==> config.mk <==
export PLATFORM = sky130hd
export DESIGN_NAME = oam_dma_arbiter
export DESIGN_NICKNAME = d
export VERILOG_FILES = /design/src/rtl/oam_dma_arbiter_pkg.sv /design/src/rtl/oam_dma_arbiter.sv
export SDC_FILE = /design/constraint.sdc
export NUM_CORES = 1
export LEC_CHECK = 0
export CORE_MARGIN = 4
export CORE_UTILIZATION = 46
export DETAILED_ROUTE_END_ITERATION = 7
export PLACE_DENSITY = 0.93
export SLEW_MARGIN = 10
export SYNTH_ARGS = -nofsm -noshare
export SYNTH_HDL_FRONTEND = slang
export SYNTH_SLANG_ARGS = --single-unit
==> constraint.sdc <==
create_clock -name iClock -period 6.5 [get_ports iClock]
set_clock_uncertainty 0.15 [all_clocks]
set_input_delay 1.95 -clock iClock [delete_from_list [all_inputs] [get_ports iClock]]
set_output_delay 1.95 -clock iClock [all_outputs]
set_load 0.01 [all_outputs]
==> src/rtl/oam_dma_arbiter_pkg.sv <==
// Shared definitions for the OAM DMA arbiter: FSM encoding, default addresses,
// transfer length and the HRAM window the CPU may still reach during a transfer.
package oam_dma_arbiter_pkg;

  typedef enum logic [2:0] {
    ST_IDLE  = 3'd0,
    ST_START = 3'd1,
    ST_RD    = 3'd2,
    ST_LAT   = 3'd3,
    ST_WR    = 3'd4
  } dmaState_t;

  localparam int unsigned DMA_LEN_DEFAULT      = 160;
  localparam logic [15:0] DMA_REG_ADDR_DEFAULT = 16'hFF46;
  localparam logic [15:0] OAM_BASE_DEFAULT     = 16'hFE00;
  localparam logic [15:0] HRAM_LO              = 16'hFF80;
  localparam logic [15:0] HRAM_HI              = 16'hFFFE;

  function automatic logic isHram(input logic [15:0] addr);
    return (addr >= HRAM_LO) && (addr <= HRAM_HI);
  endfunction

endpackage

==> src/rtl/oam_dma_arbiter.sv <==
// Shares one MMU port between the CPU and an OAM DMA engine that copies
// DMA_LEN bytes from {srcHi, 8'hxx} to OAM_BASE, one byte every three cycles.
module oam_dma_arbiter
  import oam_dma_arbiter_pkg::*;
#(
  parameter int unsigned DMA_LEN      = DMA_LEN_DEFAULT,
  parameter logic [15:0] DMA_REG_ADDR = DMA_REG_ADDR_DEFAULT,
  parameter logic [15:0] OAM_BASE     = OAM_BASE_DEFAULT
) (
  input  logic        iClock,
  input  logic        iReset,
  input  logic [15:0] iCpuAddr,
  input  logic        iCpuWe,
  input  logic [7:0]  iCpuData,
  output logic [7:0]  oCpuData,
  output logic [15:0] oMmuAddr,
  output logic        oMmuWe,
  output logic [7:0]  oMmuData,
  input  logic [7:0]  iMmuData,
  output logic        oDmaActive,
  output dmaState_t   oFsmState
);

  localparam logic [7:0] LAST_IDX = 8'(DMA_LEN - 1);

  dmaState_t  state, stateNext;
  logic [7:0] counter, counterNext;
  logic [7:0] srcHi, srcHiNext;
  logic [7:0] dataReg, dataRegNext;
  logic       prevCpuOwner;

  logic cpuHram;
  logic dmaReq;
  logic dmaActive;
  logic stall;
  logic cpuOwns;

  assign cpuHram   = isHram(iCpuAddr);
  assign dmaReq    = iCpuWe && (iCpuAddr == DMA_REG_ADDR);
  assign dmaActive = (state != ST_IDLE);
  // An HRAM access only costs the DMA a cycle when it wants the port itself.
  assign stall     = cpuHram && ((state == ST_RD) || (state == ST_WR));
  assign cpuOwns   = iReset || !dmaActive || cpuHram;

  always_ff @(posedge iClock) begin
    if (iReset) begin
      state        <= ST_IDLE;
      counter      <= 8'h00;
      srcHi        <= 8'h00;
      dataReg      <= 8'h00;
      prevCpuOwner <= 1'b1;
    end else begin
      state        <= stateNext;
      counter      <= counterNext;
      srcHi        <= srcHiNext;
      dataReg      <= dataRegNext;
      prevCpuOwner <= cpuOwns;
    end
  end

  always_comb begin
    stateNext   = state;
    counterNext = counter;
    srcHiNext   = srcHi;
    dataRegNext = dataReg;
    case (state)
      ST_IDLE: begin
        if (dmaReq) begin
          srcHiNext   = iCpuData;
          counterNext = 8'h00;
          stateNext   = ST_START;
        end
      end
      ST_START: begin
        if (dmaReq) begin
          srcHiNext   = iCpuData;
          counterNext = 8'h00;
          stateNext   = ST_START;
        end else begin
          stateNext = ST_RD;
        end
      end
      ST_RD: begin
        if (!stall) stateNext = ST_LAT;
      end
      ST_LAT: begin
        if (dmaReq) begin
          srcHiNext   = iCpuData;
          counterNext = 8'h00;
          stateNext   = ST_START;
        end else begin
          dataRegNext = iMmuData;
          stateNext   = ST_WR;
        end
      end
      ST_WR: begin
        if (!stall) begin
          if (counter == LAST_IDX) begin
            stateNext = ST_IDLE;
          end else begin
            counterNext = counter + 8'h01;
            stateNext   = ST_RD;
          end
        end
      end
      default: stateNext = ST_IDLE;
    endcase
  end

  // START and LAT park a harmless read of the source byte on the port.
  always_comb begin
    oMmuAddr = iCpuAddr;
    oMmuWe   = iCpuWe;
    oMmuData = iCpuData;
    if (!cpuOwns) begin
      if (state == ST_WR) begin
        oMmuAddr = OAM_BASE + {8'h00, counter};
        oMmuWe   = 1'b1;
        oMmuData = dataReg;
      end else begin
        oMmuAddr = {srcHi, counter};
        oMmuWe   = 1'b0;
        oMmuData = dataReg;
      end
    end
  end

  assign oCpuData   = prevCpuOwner ? iMmuData : 8'hFF;
  assign oDmaActive = dmaActive;
  assign oFsmState  = state;

endmodule

==> results of run 1 <==
==> state kept, by name (all words and copies together) (netlist names) <==
register	flops
counter	8
dataReg	8
oFsmState	3
srcHi	8
prevCpuOwner	1
==> power by group through the flow <==
stage	combinational [mW]	clock [mW]	sequential, mW
2_1_floorplan	0.0233	0	0.175
3_3_place_gp	0.0721	0	0.175
3_5_place_dp	0.0724	0	0.175
4_1_cts	0.0731	0.139	0.171
5_1_grt	0.0775	0.148	0.171
6_report	0.0729	0.138	0.171
==> critical path: stages <==
cell	delay (ns)
sky130_fd_sc_hd__clkdlybuf4s50_1	0.51
sky130_fd_sc_hd__nand4_1	0.22
sky130_fd_sc_hd__nor2_2	0.19
sky130_fd_sc_hd__a31oi_1	0.14
sky130_fd_sc_hd__and2_1	0.23
sky130_fd_sc_hd__inv_4	0.21
sky130_fd_sc_hd__mux2_2	0.37
sky130_fd_sc_hd__clkdlybuf4s50_1	0.48
==> cell families (layout without fill, tap and decap cells) <==
logic type      Yosys count  count (layout)  synth area share
simple gates             70              70             0.237
compound gates           28              28             0.133
flops                    28              28             0.334
mux                      35              35             0.221
buf+inv                  15              84            0.0678
fa+ha+maj                 1               1           0.00744
==> synthesized netlist by cell type (all sizes together) (2+ instances only) <==
library cell	instances	area share
nand2	7	0.016
clkbuf	2	0.0045
mux2	17	0.11
a31oi	3	0.011
dfxtp	28	0.33
inv	5	0.013
nand4	4	0.015
mux2i	18	0.11
and3	6	0.024
nor3	3	0.0089
o32a	4	0.027
o22a	7	0.036
nand2b	8	0.030
nand3	5	0.015
nor2	24	0.054
or4b	2	0.012
buf	8	0.051
o21ai	5	0.015
==> metal layers <==
metal,global-route usage,part of all wire,vias up,wire [um]
met5,0,0,-,0
met4,0.0769,0.0076,0,37
met3,0.0542,0.078,4,382
met2,0.380,0.47,69,2310
met1,0.265,0.44,758,2140
li1,-,-,792,-
==> per-stage QoR <==
step           TNS, ns   util  setup WS (ns)  instances
2_1_floorplan        0      -           1.06        177
3_3_place_gp         0  0.695          0.217        288
3_5_place_dp         0  0.695          0.148        288
4_1_cts              0  0.715          0.126        292
5_1_grt         -0.363  0.716        -0.0314        292
6_report             0  0.716         0.0987        292
==> timing repair <==
action                                 CTS  global route
endpoints found under the hold margin    0             0
resized for setup                        0             1
setup endpoints to repair                0            16
==> worst min path at each step <==
stage	startpoint	end	slack, ns	depth (start not counted)
final	counter[7]	counter[7]	0.35	1
after detailed placement	dataReg[3]	dataReg[3]	0.33	2
after floorplan	dataReg[0]	dataReg[0]	0.31	2
after global placement	dataReg[0]	dataReg[0]	0.33	2
after CTS	counter[7]	counter[7]	0.35	1
after global routing	counter[7]	counter[7]	0.37	1
==> layout make-up <==
class / instances / share of cell area
repair buffers: 75 / 0.301
clock buffers: 3 / 0.0168
well taps: 46 / 0.0234
multi-input cells: 134 / 0.411
inverters: 5 / 0.00863
flip-flops and latches: 28 / 0.227
clock inverters: 1 / 0.0122
==> key figures, run 1 <==
Finish
  • Total Nets Final: 283
  • Combined area of the multi-input logic cells: 1010 um2
  • Antenna diode count: 0
  • Growth of design area from synthesis to finish: 46.7%
  • Fraction of final layout cells with drive strength greater than 1: 0.163
  • Most frequent cells in the layout: sky130_fd_sc_hd__clkdlybuf4s50_1, sky130_fd_sc_hd__dfxtp_1, sky130_fd_sc_hd__nor2_1
  • Reg area: 561 um2
  • Most frequent standard cell in the layout excluding fill and tap cells: sky130_fd_sc_hd__clkdlybuf4s50_1
  • Design area: 2460 um2
  • Number of inserted filler cells in the final layout: 259

Power
  • Switching Fraction: 0.213
  • Combinational Power Share: 0.191
  • Clock share of power: 0.361
  • Power consumption: 0.382 mW
  • Internal: 0.301 mW
  • Areal power density over the cells: 155 nW/um2
  • Maximum ir drop on the vdd rail: 0.0903 mV
  • Sw power: 0.0814 mW
  • Sequential share of power: 0.448
  • P_leak: 0.902 nW

Clock network
  • Deepest clock path buffer count: 2
  • Number of CTS-inserted buffers: 3
  • Deepest level of the CTS H-tree: 1
  • Clock insertion delay at the later pin of the skew report: 0.28 ns
  • Cell at the root of the clock tree: sky130_fd_sc_hd__clkbuf_8
  • Number of sinks handled by clock tree synthesis: 28
  • CTS clock-pin slew for the worst setup and hold paths: 0.10 ns
  • Buffer count from post-CTS setup fixing: 0
  • CTS tree: built
  • Hold buffer count at cts: 0

Worst setup path
  • Reg-to-reg startpoint: oFsmState[2]
  • Source of the critical timing path: iCpuAddr[10]
  • Count of cells along the worst register-to-register path: 5
  • Arrival time of the worst setup path: 4.30 ns
  • Critical Path Fanout Max: 18
  • Kind of end point of the critical path: primary output
  • FF-to-FF End: counter[3]
  • Critical path data required time: 4.40 ns
  • Critical path type: primary input to primary output
  • Crit path launch type: primary input
  • Setup crit end: oMmuData[1]
  • Register-to-register setup slack: 4.01 ns

Detailed routing
  • Final wirelength: 4.87 mm
  • First-pass iteration count of the detailed router: 4
  • Violation count after the first detailed-route iteration: 91
  • Via count: 1623
  • Post-DRT Antenna Nets: 0
  • Post-route DRC violation count: 0
  • Routed WL per cell: 16.7 um
  • Via-to-Cell Ratio: 5.56

Global routing
  • Aggregate global-route resource usage: 0.221
  • Global-route wire length before repair: 7.79 mm
  • Initial antenna violation count: 0
  • Largest net degree at the start of global routing: 31
  • GR Overflow Total: 0
  • Vias in the first global route: 1720

Place
  • Count of input and output buffers: 71
  • Half-perimeter wire length after placement: 3.63 mm
  • RePlAce Congestion: 0.909
  • Area post-placement: 2390 um2

STA
  • Hold violation count in the final report: 0
  • Relative max-transition margin: 0.344
  • Final count of pins violating max slew: 0
  • Slew at the pin closest to its max-slew limit: 0.982 ns
  • Final hold slack: 0.347 ns
  • Finish-stage setup viols: 0
  • Min cycle time layout: 6.40 ns
  • Maximum clock frequency: 156 MHz
  • Fin crit share: 0.985

Synthesis
  • Register area share after synthesis: 0.334
  • Number of warnings reported in the yosys synthesis log: 0
  • Proportion of synthesized flip-flops having asynchronous set or reset: 0
  • Synth Flop Type: sky130_fd_sc_hd__dfxtp_1
  • Number of synthesized flops with an enable pin: 0
  • Average size of a mapped cell: 9.49 um2
  • Post-Syn Nets: 213
  • Synthesized instance count: 177
  • Cell variety after synth: 45
  • Area of the mapped netlist: 1680 um2
  • Post-synthesis register bit count: 28

Min path
  • Min-delay worst type: register to register

Floorplan
  • Initial standard-cell utilization of the core: 0.488
  • CORE AREA: 3440 um2
  • Row Count: 21
  • Die H: 68.4 um
  • Die width: 68.4 um
  • Area enclosed by the die boundary: 4680 um2
  • I/O pin cnt: 72

Outcome
  • Outcome: finished, final reports clean

Run
  • Max Cap Violations: 0
No activity file was read; power rests on OpenSTA's default activity.
==> inputs of run 2 (changes only) <==
Settings changed: REMOVE_ABC_BUFFERS set to 1.
==> run 2 against run 1 <==
Via count up 0.43%; sequential share of layout area up 0.15 points; maximum frequency up 1.1%; power down 6.9%; sequential cell count unchanged; wire length down 0.80%; global-route usage up 0.32 points; first-iteration DRC count down 1.1%; clock power down 19%; die area unchanged; largest cell class unchanged; highest routed layer unchanged.
==> key figures, run 2 (synthesis results as in run 1) <==
Run
  • Max Cap Violations: 0

Global routing
  • Initial antenna violation count: 0
  • Met1 track utilization from global routing: 0.249
  • Grt met2 use: 0.379
  • Aggregate global-route resource usage: 0.224
  • Global-route wire length before repair: 7.86 mm
  • Most Crowded Layer GR: met2
  • Vias in the first global route: 1710
  • GR Overflow Total: 0
  • Largest net degree at the start of global routing: 31
  • Met3 GRT Util: 0.0837

Finish
  • Most frequent standard cell in the layout excluding fill and tap cells: sky130_fd_sc_hd__clkdlybuf4s50_1
  • Number of inserted filler cells in the final layout: 254
  • Total Nets Final: 283
  • Growth of design area from synthesis to finish: 45.7%
  • Antenna diode count: 0
  • Fraction of final layout cells with drive strength greater than 1: 0.163
  • Combined area of the multi-input logic cells: 1010 um2
  • Largest regs: counter (8), dataReg (8), srcHi (8)
  • Reg area: 561 um2
  • Non-filler instance count after layout: 292
  • Most frequent cells in the layout: sky130_fd_sc_hd__clkdlybuf4s50_1, sky130_fd_sc_hd__dfxtp_1, sky130_fd_sc_hd__nor2_1
  • Final Core Density: 0.711

Worst setup path
  • Critical Path Fanout Max: 18
  • Register-to-register setup slack: 4.03 ns
  • Arrival time of the worst setup path: 4.23 ns
  • Critical path type: primary input to primary output
  • Reg-to-reg startpoint: oFsmState[2]
  • Critical path data required time: 4.40 ns
  • FF-to-FF End: counter[3]
  • Kind of end point of the critical path: primary output
  • Crit path launch type: primary input
  • Count of cells along the worst register-to-register path: 5

Place
  • Half-perimeter wire length after placement: 3.70 mm
  • Count of input and output buffers: 71
  • Placed Cells: 288
  • RePlAce Congestion: 0.902

Floorplan
  • Area enclosed by the die boundary: 4680 um2
  • Row Count: 21
  • Die width: 68.4 um
  • I/O pin cnt: 72
  • Initial standard-cell utilization of the core: 0.488
  • CORE AREA: 3440 um2
  • Die H: 68.4 um

STA
  • Finish-stage setup viols: 0
  • Relative max-transition margin: 0.332
  • Setup repair after global routing missed its margin: false
  • Maximum clock frequency: 158 MHz
  • Fin crit share: 0.974
  • Final count of pins violating max slew: 0
  • Hold violation count in the final report: 0
  • Slew at the pin closest to its max-slew limit: 1.00 ns
  • Total negative slack: 0 ns
  • Min cycle time layout: 6.33 ns

Clock network
  • Buffer count from post-CTS setup fixing: 0
  • Deepest clock path buffer count: 2
  • Number of sinks handled by clock tree synthesis: 28
  • CTS tree: built
  • Cell at the root of the clock tree: sky130_fd_sc_hd__clkbuf_8
  • Number of CTS-inserted buffers: 3
  • CTS clock-pin slew for the worst setup and hold paths: 0.10 ns
  • Deepest level of the CTS H-tree: 1
  • Clock insertion delay at the later pin of the skew report: 0.29 ns

Power
  • P_leak: 0.894 nW
  • Maximum ir drop on the vdd rail: 0.101 mV
  • Areal power density over the cells: 145 nW/um2

Detailed routing
  • Violation count after the first detailed-route iteration: 90
  • First-pass iteration count of the detailed router: 4
  • Post-route DRC violation count: 0
  • Post-DRT Antenna Nets: 0
  • Routed WL per cell: 16.6 um
  • Via count: 1630
  • Via-to-Cell Ratio: 5.58
  • Final wirelength: 4.83 mm

Min path
  • Number of instances on the worst hold path: 1
  • Launch instance of the worst min-delay path: counter[7]
  • Min-Delay Endpoint: counter[7]
  • Min-delay worst type: register to register

Outcome
  • Outcome: finished, final reports clean
[run 2: changes by cell type in the layout (fill, tap and decap cells not counted), sizes merged]
cell	before	now
bufinv	1	0
clkbuf	3	4
[run 2: metrics by stage]
step                hold slack [ns]  worst slack [ns]  total power [mW]  instance area (um2)
finish                        0.347             0.169             0.356                 2450
global route                  0.371            0.0353             0.372                 2450
CTS                           0.348             0.123             0.355                 2450
detailed placement            0.339             0.122             0.248                 2390
global placement              0.321             0.185             0.247                 2390
floorplan                     0.306              1.15             0.196                 1590
[run 2: what timing repair did]
item	CTS	global route
hold buffers	0	0
gates resized for setup	0	1
setup endpoints to repair	0	1
[run 2: area by class of cell]
| class | count | share of cell area |
|---|---|---|
| inverter | 5 | 0.00869 |
| tap | 46 | 0.0235 |
| clock buffer | 4 | 0.0225 |
| sequential | 28 | 0.229 |
| multi-input combinational | 134 | 0.414 |
| timing repair buffer | 75 | 0.303 |
[run 2: worst max-delay path by stage]
stage | from | endpoint | slack, ns | cells past startpoint
finish | iCpuAddr[5] | oMmuData[0] | 0.17 | 8
global route | iCpuAddr[6] | oMmuData[0] | 0.04 | 8
CTS | iCpuAddr[10] | oMmuData[0] | 0.12 | 8
detailed placement | iCpuAddr[10] | oMmuData[0] | 0.12 | 8
global placement | iCpuAddr[10] | oMmuAddr[7] | 0.19 | 8
floorplan | iCpuAddr[14] | oMmuAddr[0] | 1.15 | 6
[run 2: where the power goes]
group          switching, mW  internal [mW]
combinational         0.0255         0.0473
sequential        0.00000214          0.171
clock                 0.0573         0.0544
total                 0.0828          0.273
[run 2: critical path: stages]
cell and delay (ns):
sky130_fd_sc_hd__clkdlybuf4s50_1 0.50, sky130_fd_sc_hd__and4_2 0.25, sky130_fd_sc_hd__nand2_1 0.10, sky130_fd_sc_hd__a31oi_1 0.28, sky130_fd_sc_hd__and2_1 0.24, sky130_fd_sc_hd__inv_4 0.12
sky130_fd_sc_hd__mux2_2 0.25, sky130_fd_sc_hd__clkdlybuf4s50_1 0.54
[run 2: metal layers]
metal,vias up,wire (um)
met5,-,0
met4,0,81
met3,4,543
met2,77,2260
met1,758,1950
li1,791,-
==> inputs of run 3 (changes only) <==
Settings changed: RECOVER_POWER set to 25, REMOVE_ABC_BUFFERS 1 to not set.
==> run 3 against run 2 <==
The flow now finishes with violations (capacitance limit, slew limit); die area did not move; via count rose by 1.2%; combinational power fell by 0.8%; global-route usage down 0.32 points; power rose by 7.1%; register-to-register slack lost 0.13 ns; wire length is 1.7% higher; utilization is 0.11 points lower; cell area shrank 0.15%; critical path depth unchanged; sequential cell count unchanged; count of clock-buffer cells in the layout down 1.
==> key figures, run 3 (synthesis results as in run 1) <==
Outcome
  • Outcome: finished with violations
  • Failing checks: capacitance limit, slew limit

Min path
  • Min-delay worst type: register to register

STA
  • Fin crit share: 0.981
  • Final count of pins violating max slew: 10
  • Slew at the pin closest to its max-slew limit: 1.74 ns
  • Setup repair after global routing missed its margin: false
  • Maximum clock frequency: 157 MHz
  • Min cycle time layout: 6.38 ns
  • Final hold slack: 0.348 ns
  • Total negative slack: 0 ns
  • Relative max-transition margin: -0.166
  • Hold violation count in the final report: 0
  • Finish-stage setup viols: 0

Detailed routing
  • Via count: 1650
  • Via-to-Cell Ratio: 5.65
  • Violation count after the first detailed-route iteration: 77
  • First-pass iteration count of the detailed router: 4
  • Routed WL per cell: 16.8 um
  • Post-route DRC violation count: 0
  • Post-DRT Antenna Nets: 0
  • Final wirelength: 4.92 mm

Floorplan
  • CORE AREA: 3440 um2
  • Row Count: 21
  • Initial standard-cell utilization of the core: 0.488
  • Area enclosed by the die boundary: 4680 um2
  • I/O pin cnt: 72
  • Die width: 68.4 um
  • Die H: 68.4 um

Finish
  • Growth of design area from synthesis to finish: 45.5%
  • Most frequent cells in the layout: sky130_fd_sc_hd__clkdlybuf4s50_1, sky130_fd_sc_hd__dfxtp_1, sky130_fd_sc_hd__nor2_1
  • Most frequent standard cell in the layout excluding fill and tap cells: sky130_fd_sc_hd__clkdlybuf4s50_1
  • Number of inserted filler cells in the final layout: 262
  • Fraction of final layout cells with drive strength greater than 1: 0.154
  • Antenna diode count: 0
  • Total Nets Final: 283
  • Largest regs: counter (8), dataReg (8), srcHi (8)

Clock network
  • Number of sinks handled by clock tree synthesis: 28
  • CTS tree: built
  • Deepest clock path buffer count: 2
  • Number of CTS-inserted buffers: 3
  • Deepest level of the CTS H-tree: 1
  • Cell at the root of the clock tree: sky130_fd_sc_hd__clkbuf_8
  • CTS clock-pin slew for the worst setup and hold paths: 0.10 ns
  • Clock insertion delay at the later pin of the skew report: 0.28 ns
  • Buffer count from post-CTS setup fixing: 0

Worst setup path
  • Critical Path Fanout Max: 18
  • Arrival time of the worst setup path: 4.28 ns
  • Critical path data required time: 4.40 ns
  • Critical path type: primary input to primary output
  • Crit path launch type: primary input
  • Kind of end point of the critical path: primary output

Run
  • Max Cap Violations: 1

Power
  • Maximum ir drop on the vdd rail: 0.0901 mV
  • Power consumption: 0.381 mW
  • Areal power density over the cells: 156 nW/um2
  • P_leak: 0.905 nW

Global routing
  • Global-route wire length before repair: 7.79 mm
  • GR Overflow Total: 0
  • Largest net degree at the start of global routing: 31
  • Vias in the first global route: 1720
  • Initial antenna violation count: 0
  • Aggregate global-route resource usage: 0.221

Place
  • Half-perimeter wire length after placement: 3.63 mm
  • RePlAce Congestion: 0.909
  • Count of input and output buffers: 71
## run 3: changes by cell type in the layout (fill, tap and decap cells not counted)
cell                              previous run  this run
sky130_fd_sc_hd__nor4_1                      0         1
sky130_fd_sc_hd__a211oi_2                    1         0
sky130_fd_sc_hd__clkbuf_8                    4         3
sky130_fd_sc_hd__nor4_4                      1         0
sky130_fd_sc_hd__bufinv_16                   0         1
sky130_fd_sc_hd__dlygate4sd3_1               0         6
sky130_fd_sc_hd__clkdlybuf4s50_1            71        65
sky130_fd_sc_hd__a211oi_1                    0         1
## run 3: cell type report
class | instances | area [um2] | area share
Clock inverter | 1 | 30.0 | 0.0123
Clock buffer | 3 | 41.3 | 0.0169
Sequential cell | 28 | 561 | 0.229
Inverter | 5 | 21.3 | 0.00870
Tap cell | 46 | 57.6 | 0.0235
Multi-Input combinational cell | 134 | 993 | 0.406
Timing Repair Buffer | 75 | 741 | 0.303
## run 3: routing by layer
metal	wire, um	track usage	vias to the layer above	part of all wire
li1	-	-	788	-
met1	2110	0.265	764	0.43
met2	2330	0.380	90	0.47
met3	430	0.0542	8	0.087
met4	46	0.0769	0	0.0094
met5	0	0	-	0
## run 3: through the flow
| step | setup slack [ns] | utilization | cells | cell area, um2 |
|---|---|---|---|---|
| floorplan | 1.06 | - | 177 | 1680 |
| global placement | 0.217 | 0.695 | 288 | 2390 |
| detailed placement | 0.148 | 0.695 | 288 | 2390 |
| CTS | 0.126 | 0.715 | 292 | 2460 |
| global route | 0.0159 | 0.710 | 292 | 2440 |
| finish | 0.124 | 0.710 | 292 | 2440 |
## run 3: repair_timing
action | CTS | global route
resized for setup | 0 | 1
hold buffers | 0 | 0
setup endpoints to repair | 0 | 16
## run 3: final timing paths
| kind | from | to | slack [ns] | depth (start not counted) |
|---|---|---|---|---|
| worst min-delay path | counter[7] | counter[7] | 0.35 | 1 |
| worst max register to register | oFsmState[0] | dataReg[0] | 3.90 | 4 |
| worst max-delay path | iCpuAddr[0] | oMmuData[1] | 0.12 | 8 |
| worst min register to register | counter[7] | counter[7] | 0.35 | 1 |
## run 3: where the power goes
part | total [mW] | internal [mW] | switching, mW
sequential | 0.171 | 0.171 | 0.00000206
combinational | 0.0722 | 0.0468 | 0.0254
clock | 0.138 | 0.0825 | 0.0551
## run 3: worst max-delay path, cell delays in order
cell and delay, ns:
sky130_fd_sc_hd__dlygate4sd3_1 0.58, sky130_fd_sc_hd__and4_2 0.19, sky130_fd_sc_hd__nand2_1 0.13, sky130_fd_sc_hd__a31oi_1 0.14
sky130_fd_sc_hd__and2_1 0.23, sky130_fd_sc_hd__inv_4 0.21, sky130_fd_sc_hd__mux2_2 0.37, sky130_fd_sc_hd__clkdlybuf4s50_1 0.48
